[config.mk]
export PLATFORM = sky130hd
export DESIGN_NAME = ip_ram_arbiter
export DESIGN_NICKNAME = d
export VERILOG_FILES = /design/src/rtl/ip_ram_arbiter_pkg.sv /design/src/rtl/ip_ram_arbiter_rr.sv /design/src/rtl/ip_ram_arbiter.sv
export SDC_FILE = /design/constraint.sdc
export NUM_CORES = 1
export LEC_CHECK = 0
export CORE_MARGIN = 10
export CORE_UTILIZATION = 30
export DETAILED_ROUTE_END_ITERATION = 10
export HOLD_SLACK_MARGIN = 0.1
export PLACE_DENSITY = 0.74
export SLEW_MARGIN = 20
export SYNTH_ARGS = -nofsm -noshare
export SYNTH_HDL_FRONTEND = slang
export SYNTH_SLANG_ARGS = --single-unit
export TNS_END_PERCENT = 30
[constraint.sdc]
create_clock -name clk -period 2.12 [get_ports clk]
set_clock_uncertainty 0.2 [all_clocks]
set_input_delay 0.212 -clock clk [delete_from_list [all_inputs] [get_ports clk]]
set_output_delay 0.212 -clock clk [all_outputs]
set_load 0.02 [all_outputs]
[src/rtl/ip_ram_arbiter_pkg.sv]
// rtl/ip_ram_arbiter_pkg.sv - shared widths, master ids and command-stage type for the RAM arbiter
package ip_ram_arbiter_pkg;

  localparam int ADDR_W_DEF = 12;
  localparam int DATA_W_DEF = 32;

  localparam logic M0 = 1'b0;
  localparam logic M1 = 1'b1;

  typedef struct packed {
    logic                  valid;
    logic                  write;
    logic [ADDR_W_DEF-1:0] address;
    logic [DATA_W_DEF-1:0] wdata;
    logic                  id;
  } cmd_stage_t;

  function automatic logic other_id(input logic id);
    return ~id;
  endfunction

endpackage

[src/rtl/ip_ram_arbiter_rr.sv]
// rtl/ip_ram_arbiter_rr.sv - round-robin grant with bounded hold between the two masters
module ip_ram_arbiter_rr
  import ip_ram_arbiter_pkg::*;
#(
  parameter int HOLD_MAX = 4
) (
  input  logic       clk,
  input  logic       reset,
  input  logic       req0,
  input  logic       req1,
  input  logic       accept,
  output logic [1:0] grant
);

  localparam logic [3:0] HOLD_L = 4'(HOLD_MAX);

  logic       last_grant;
  logic [3:0] hold_cnt;
  logic       gid;
  logic       keep;

  // A zero hold count means no streak in progress, so contention alternates.
  assign keep = (hold_cnt != 4'd0) && (hold_cnt < HOLD_L);

  always_comb begin
    gid = M0;
    if (req0 && req1) begin
      gid = keep ? last_grant : other_id(last_grant);
    end else if (req1) begin
      gid = M1;
    end
    grant[0] = (req0 || req1) && (gid == M0);
    grant[1] = (req0 || req1) && (gid == M1);
  end

  always_ff @(posedge clk or posedge reset) begin
    if (reset) begin
      last_grant <= M1;
      hold_cnt   <= 4'd0;
    end else if (accept) begin
      last_grant <= gid;
      if (gid == last_grant) begin
        hold_cnt <= (hold_cnt == HOLD_L) ? hold_cnt : hold_cnt + 4'd1;
      end else begin
        hold_cnt <= 4'd1;
      end
    end else begin
      hold_cnt <= 4'd0;
    end
  end

endmodule

[src/rtl/ip_ram_arbiter.sv]
// rtl/ip_ram_arbiter.sv - two-master arbiter, command stage and tagged read return for the logger RAM
// Optional statistics counters are built when IP_RAM_ARBITER_STATS_EN is defined.
module ip_ram_arbiter
  import ip_ram_arbiter_pkg::*;
#(
  parameter int HOLD_MAX = 4,
  parameter int ADDR_W   = ADDR_W_DEF,
  parameter int DATA_W   = DATA_W_DEF
) (
  input  logic              clk,
  input  logic              reset,
  input  logic [ADDR_W-1:0] m0_address,
  input  logic              m0_valid,
  output logic              m0_ready,
  input  logic              m0_write,
  input  logic [DATA_W-1:0] m0_wdata,
  output logic [DATA_W-1:0] m0_rdata,
  output logic              m0_rdata_en,
  input  logic [ADDR_W-1:0] m1_address,
  input  logic              m1_valid,
  output logic              m1_ready,
  input  logic              m1_write,
  input  logic [DATA_W-1:0] m1_wdata,
  output logic [DATA_W-1:0] m1_rdata,
  output logic              m1_rdata_en,
  output logic [ADDR_W-1:0] ram_address,
  output logic              ram_valid,
  input  logic              ram_ready,
  output logic              ram_write,
  output logic [DATA_W-1:0] ram_wdata,
  input  logic [DATA_W-1:0] ram_rdata,
  input  logic              ram_rdata_en,
  output logic [15:0]       stat_m0_cnt,
  output logic [15:0]       stat_m1_cnt,
  output logic [15:0]       stat_conflict_cnt
);

  cmd_stage_t stage;
  logic [1:0] grant;
  logic       stage_free;
  logic       accept;
  logic       accept_id;
  logic       rd_issue;
  logic       tag_valid;
  logic       tag_id;

  assign stage_free = !stage.valid || ram_ready;
  assign m0_ready   = grant[0] && stage_free && !reset;
  assign m1_ready   = grant[1] && stage_free && !reset;
  assign accept     = (m0_valid && m0_ready) || (m1_valid && m1_ready);
  assign accept_id  = grant[1] ? M1 : M0;
  assign rd_issue   = stage.valid && ram_ready && !stage.write;

  ip_ram_arbiter_rr #(.HOLD_MAX(HOLD_MAX)) u_rr (
    .clk    (clk),
    .reset  (reset),
    .req0   (m0_valid),
    .req1   (m1_valid),
    .accept (accept),
    .grant  (grant)
  );

  always_ff @(posedge clk or posedge reset) begin
    if (reset) begin
      stage     <= '0;
      tag_valid <= 1'b0;
      tag_id    <= M0;
    end else begin
      if (accept) begin
        stage.valid   <= 1'b1;
        stage.write   <= accept_id ? m1_write : m0_write;
        stage.address <= accept_id ? m1_address : m0_address;
        stage.wdata   <= accept_id ? m1_wdata : m0_wdata;
        stage.id      <= accept_id;
      end else if (stage_free) begin
        stage.valid <= 1'b0;
      end
      // The tag follows each issued read by exactly one cycle, matching the RAM latency.
      tag_valid <= rd_issue;
      if (rd_issue) begin
        tag_id <= stage.id;
      end
    end
  end

  assign ram_valid   = stage.valid;
  assign ram_write   = stage.write;
  assign ram_address = stage.address;
  assign ram_wdata   = stage.wdata;

  assign m0_rdata_en = ram_rdata_en && tag_valid && (tag_id == M0);
  assign m1_rdata_en = ram_rdata_en && tag_valid && (tag_id == M1);
  assign m0_rdata    = m0_rdata_en ? ram_rdata : '0;
  assign m1_rdata    = m1_rdata_en ? ram_rdata : '0;

`ifdef IP_RAM_ARBITER_STATS_EN
  logic [15:0] m0_cnt;
  logic [15:0] m1_cnt;
  logic [15:0] conflict_cnt;

  always_ff @(posedge clk or posedge reset) begin
    if (reset) begin
      m0_cnt       <= 16'd0;
      m1_cnt       <= 16'd0;
      conflict_cnt <= 16'd0;
    end else begin
      if (m0_valid && m0_ready && m0_cnt != 16'hFFFF) m0_cnt <= m0_cnt + 16'd1;
      if (m1_valid && m1_ready && m1_cnt != 16'hFFFF) m1_cnt <= m1_cnt + 16'd1;
      if (m0_valid && m1_valid && conflict_cnt != 16'hFFFF) conflict_cnt <= conflict_cnt + 16'd1;
    end
  end

  assign stat_m0_cnt       = m0_cnt;
  assign stat_m1_cnt       = m1_cnt;
  assign stat_conflict_cnt = conflict_cnt;
`else
  assign stat_m0_cnt       = 16'd0;
  assign stat_m1_cnt       = 16'd0;
  assign stat_conflict_cnt = 16'd0;
`endif

endmodule

# Word level (Yosys, flattened, before mapping)
# Index checks and enable logic that the tools add are counted.
[word_totals]
ff_bits = 54
latchBits = 0
mem_bits_rw = 0
rom_bits = 0
in_bits = 128
output_inout_bits = 162
word_cells = 54
memories = 0
[op_classes]
addsub = 1
multipliers = 0
n_div = 0
magnitude_cmp = 1
n_eq_ne = 3
shifts = 0
muxes = 14
n_bitwise = 3
n_reduce_logical = 23
[op_table]
columns = ["cell", "n"]
rows = [
  ["32-bit two-way mux", 3],
  ["1-bit logical AND", 15],
  ["12-bit two-way mux", 1],
  ["4-bit two-way mux", 3],
  ["1-bit two-way mux", 7],
  ["4-bit by 1-bit adder with 4-bit output, second input constant", 1],
  ["4-bit by 3-bit == test with 1-bit output, second input constant", 1],
  ["4-bit by 3-bit less-than comparator with 1-bit output, second input constant", 1],
  ["4-bit nonzero test", 1],
  ["1-bit zero test", 3],
  ["1-bit logical OR", 3],
  ["3-bit != test, second input constant", 1],
  ["1-bit inverter", 3],
  ["2-bit nonzero test", 1],
  ["1-bit == test", 1],
]

# Longest topological paths before layout
[logic_depth]
word_depth = 11
mapped_depth = 8
depth_no_buf = 6

# Hierarchy
# From an unflattened synthesis, not the netlist that was laid out.
[hier_totals]
hier_cells = 362
area_unflattened_um2 = 4023.9
[modules_own_cells]
columns = ["mod", "n_inst", "cells_each", "area_each_um2", "seq_area_each_um2"]
rows = [
  ["ip_ram_arbiter", 1, 327, 3681.0, 1226.2],
  ["ip_ram_arbiter_rr", 1, 35, 342.8, 126.4],
]

# Worst setup path before layout
# No wires, ideal clock.
[synth_timing]
kind = "reg-to-output"
start = "register u_rr.hold_cnt[0]"
end = "output m0_ready"
t_arrival_ns = 1.836
required_ns = 1.708
setup_slack_ns = -0.128
path_stages_with_launch = 7
path_buffers = 1
path_cell_list = "dfrtp_1 > inv_1 > ha_1 > nor3_2 > xnor2_1 > a2111oi_4 > buf_6"
[synth_between]
elab_chain_cells = 8
elab_cells_between_ends = 9
cone_classes = "1 x order compare; 2 x mux; 1 x bitwise; 5 x reduce/logical"
[synth_rtl]
columns = ["element", "line", "source"]
rows = [
  ["start: declaration", "ip_ram_arbiter_rr.sv:18", "logic [3:0] hold_cnt;"],
  ["start signal: assignment", "ip_ram_arbiter_rr.sv:43", "hold_cnt <= (hold_cnt == HOLD_L) ? hold_cnt : hold_cnt + 4'd1;"],
  ["4-bit by 3-bit less-than comparator with 1-bit output or 4-bit nonzero test (tied branches)", "ip_ram_arbiter_rr.sv:23", "assign keep = (hold_cnt != 4'd0) && (hold_cnt < HOLD_L);"],
  ["1-bit logical AND *", "ip_ram_arbiter_rr.sv:23", ""],
  ["1-bit two-way mux *", "ip_ram_arbiter_rr.sv:28", "gid = keep ? last_grant : other_id(last_grant);"],
  ["1-bit two-way mux *", "ip_ram_arbiter_rr.sv:27", "if (req0 && req1) begin"],
  ["1-bit inverter *", "ip_ram_arbiter_rr.sv:32", "grant[0] = (req0 || req1) && (gid == M0);"],
  ["1-bit logical AND *", "ip_ram_arbiter_rr.sv:32", ""],
  ["1-bit logical AND * (2 in series)", "ip_ram_arbiter.sv:48", "assign m0_ready = grant[0] && stage_free && !reset;"],
  ["end: declaration", "ip_ram_arbiter.sv:14", "output logic m0_ready,"],
]
# Every way passes the cells marked *; elsewhere a longest branch is shown, timed or not.

# Final worst setup path
# Ends and elaborated chain as after synthesis.

==> flow_metrics.tcl <==
set metrics [dict create \
    dr.first_iter.drc_count 78 \
    cts_buffer_depth 2 \
    critical_path_required_ns 1.71 \
    p_sw_uw 1342 \
    hpwl_um 10790 \
    gp_congestion 0.7556 \
    drv_cap 0 \
    n_antenna_cell 0 \
    ant_nets 0 \
    netSwitchingFraction 0.3288 \
    seqPwrFrac 0.334 \
    area_growth_pct 65.37 \
    syn_avg_cell_area_um2 10.06 \
    ys_seq_elements 54 \
    synthCells 362 \
    ys_types 35 \
    first_pass_iters 4 \
    reg2reg_depth 8 \
    leakagePower_uw 0.002911 \
    critical_path.cell_chain "inv_2, ha_4, nor3_4, xnor2_2, a2111oi_4, buf_4" \
    rsz0062_at_grt "yes" \
    antenna_found_initial 0 \
    gr-total-overflow 0 \
    io_buffers 241 \
    insertion_delay_ns 0.30 \
    synth_warnings 0 \
    crit_path_end_kind "output port" \
    tns_ns -0.2856 \
    vias 3187 \
    hold_path_class "in2async" \
    multi_input_area_um2 1670 \
    initial_utilization 0.3045 \
    slowest_delay_ns 0.37 \
    hold_violations 0 \
    core_um2 11960 \
    outcome "finished, violations left" \
    path_clk_slew_ns 0.08 \
    critical_path_class "reg2out" \
    violations "negative setup slack" \
    yosys_most_used_dff "dfrtp_1" \
    synth_enable_flop_cells 0 \
    critPathLaunchType "flop" \
    powerDensity_nw_per_um2 677.7 \
    p_int_uw 2740 \
    clock-sinks 54 \
    io_pins 290 \
    cts_root_buf "clkbuf_16" \
    numCtsBuffers 5 \
    async_flop_share 1.000 \
    dieArea_um2 16950 \
    routed_wl_um 13490 \
    setup_viol 18 \
    finalPower_uw 4082 \
    hold_buffers 0 \
    clkPwrFrac 0.241 \
    drv_slew 0 \
    drive_gt1_frac 0.1594 \
    vias_per_cell 4.439 \
    wire_per_inst_um 18.79 \
    cts_tree "yes" \
    nNetsFinal 700 \
    fin_ws_ns -0.04593 \
    regArea_um2 1354 \
    drc 0 \
    ys_seq_area_frac 0.3714 \
    grt_pass1_wl_um 19120 \
    die_width_um 130.2 \
    min_period_ns 2.166 \
    nFillCells 1106 \
    peakVddDrop_mv 0.3934 \
    rows 40 \
    die_h_um 130.2 \
    crit_slowest_cell "dfrtp_1" \
    fin_cells 718 \
    cp_max_fo 5 \
    grt_max_degree 46 \
    p_comb_frac 0.426 \
    htree_levels 2 \
    dp_cells 704 \
    place_area_um2 5806 \
    design_area_um2 6023 \
    critPathArrivalTime_ns 1.75 \
    fmax_mhz 461.7 \
    grtUsageTotal 0.1423 \
    period_share 1.022 \
    mappedNetlistArea_um2 3642 \
    grt_pass1_vias 3383 \
]
synth_stat cells (2+ instances only):
cell type / n / area [um2]
nand2b_1: 2 / 12.51
buf_4: 92 / 690.7
dfrtp_1: 53 / 1326
nor2_1: 6 / 22.52
a21oi_1: 2 / 10.01
a21o_1: 2 / 15.01
nor3_1: 2 / 10.01
a221o_2: 43 / 484.2
nand3_1: 2 / 10.01
clkbuf_1: 12 / 45.04
and2_1: 86 / 538.0
buf_6: 7 / 78.83
ha_1: 2 / 25.02
nand2_1: 3 / 11.26
a221o_1: 2 / 20.02
inv_1: 4 / 15.01
xnor2_1: 2 / 17.52
and2_0: 23 / 143.9
power by group through the flow:
stage          Sequential, uW  Combinational, uW  Clock (uW)
5_1_grt                  1390               1850        1050
4_1_cts                  1360               1710        1020
6_report                 1360               1740         983
2_1_floorplan            1350               1200           0
3_5_place_dp             1370               1740           0
3_3_place_gp             1370               1710           0
routing by layer:
| metal | vias to the layer above | GRT usage | wire (um) |
|---|---|---|---|
| met5 | - | 0 | 0 |
| met2 | 176 | 0.2475 | 6639 |
| met4 | 0 | 0.03108 | 203 |
| met3 | 14 | 0.06126 | 1466 |
| li1 | 1509 | - | - |
| met1 | 1488 | 0.1575 | 5179 |
metrics by stage:
| step | hold slack, ns | setup slack (ns) | utilization |
|---|---|---|---|
| after CTS | 0.2821 | -0.1260 | 0.4937 |
| after global placement | 0.2637 | -0.3286 | 0.4854 |
| after floorplan | 0.1445 | 0.01467 | - |
| after global routing | 0.3141 | -0.1431 | 0.5036 |
| after detailed placement | 0.2955 | -0.3176 | 0.4854 |
| final | 0.2648 | -0.04593 | 0.5036 |
placed cells by master, fill, tap and decap left out, types with 3 or more instances in the layout:
| master | n |
|---|---|
| conb_1 | 48 |
| dfrtp_1 | 52 |
| and2_0 | 23 |
| clkbuf_16 | 7 |
| a221o_2 | 43 |
| buf_4 | 17 |
| nand2_1 | 3 |
| nor2_1 | 6 |
| clkdlybuf4s50_1 | 173 |
| dlygate4sd2_1 | 64 |
| and2_1 | 86 |
| buf_12 | 3 |
critical path: cells and delay by family (launching register included):
family	cells	cell delay [ns]
compound gates	1	0.37
xor+xnor	1	0.12
fa+ha+maj	1	0.17
buf+inv	2	0.27
flops	1	0.37
simple gates	1	0.14
final cells by class:
cell class / instances / share of cell area
clock buffer: 5 / 0.02077
clock inverter: 3 / 0.008101
inverter: 4 / 0.002493
multi-input combinational: 239 / 0.2773
sequential: 54 / 0.2248
tap: 147 / 0.03054
timing repair buffer: 266 / 0.4360
registers in the layout, indices dropped and copies added (netlist names):
name,flops
ram_address,12
ram_valid,1
ram_wdata,32
ram_write,1
stage,1
tag_id,1
tag_valid,1
u_rr.hold_cnt,4
u_rr.last_grant,1
cells by family (layout without fill, tap and decap cells):
family | Yosys count | in the layout | share of synthesized area
AOI/OAI and AO/OA | 53 | 53 | 0.1587
and+or+nand+nor | 132 | 132 | 0.2223
other | 1 | 48 | 0.001030
buffers and inverters | 116 | 278 | 0.2291
xor gates and xnor gates | 2 | 2 | 0.004810
adders and majority gates | 2 | 2 | 0.006869
muxes | 2 | 2 | 0.005840
DFF | 54 | 54 | 0.3714
timing repair:
item                                    in CTS  in global routing
pin swaps                                    1                  2
buffers inserted                             0                  3
gates resized for setup                     77                  8
endpoints found under the setup margin     112                 52
cloned                                       0                  3
path summary, 6_finish.rpt:
check	to	slack, ns	startpoint
worst max-delay path	m0_ready	-0.05	u_rr.hold_cnt[0]$_DFFE_PP0P_
worst min-delay path	u_rr.hold_cnt[0]$_DFFE_PP0P_	0.26	reset
worst max register to register	ram_wdata[18]$_DFFE_PP0P_	-0.04	u_rr.hold_cnt[0]$_DFFE_PP0P_
worst min register to register	stage[0]$_DFFE_PP0P_	0.30	stage[0]$_DFFE_PP0P_
max in group asynchronous	ram_wdata[30]$_DFFE_PP0P_	0.91	reset
min in group clk	tag_valid$_DFF_PP0_	0.29	ram_ready
No activity file was read; power rests on OpenSTA's default activity.
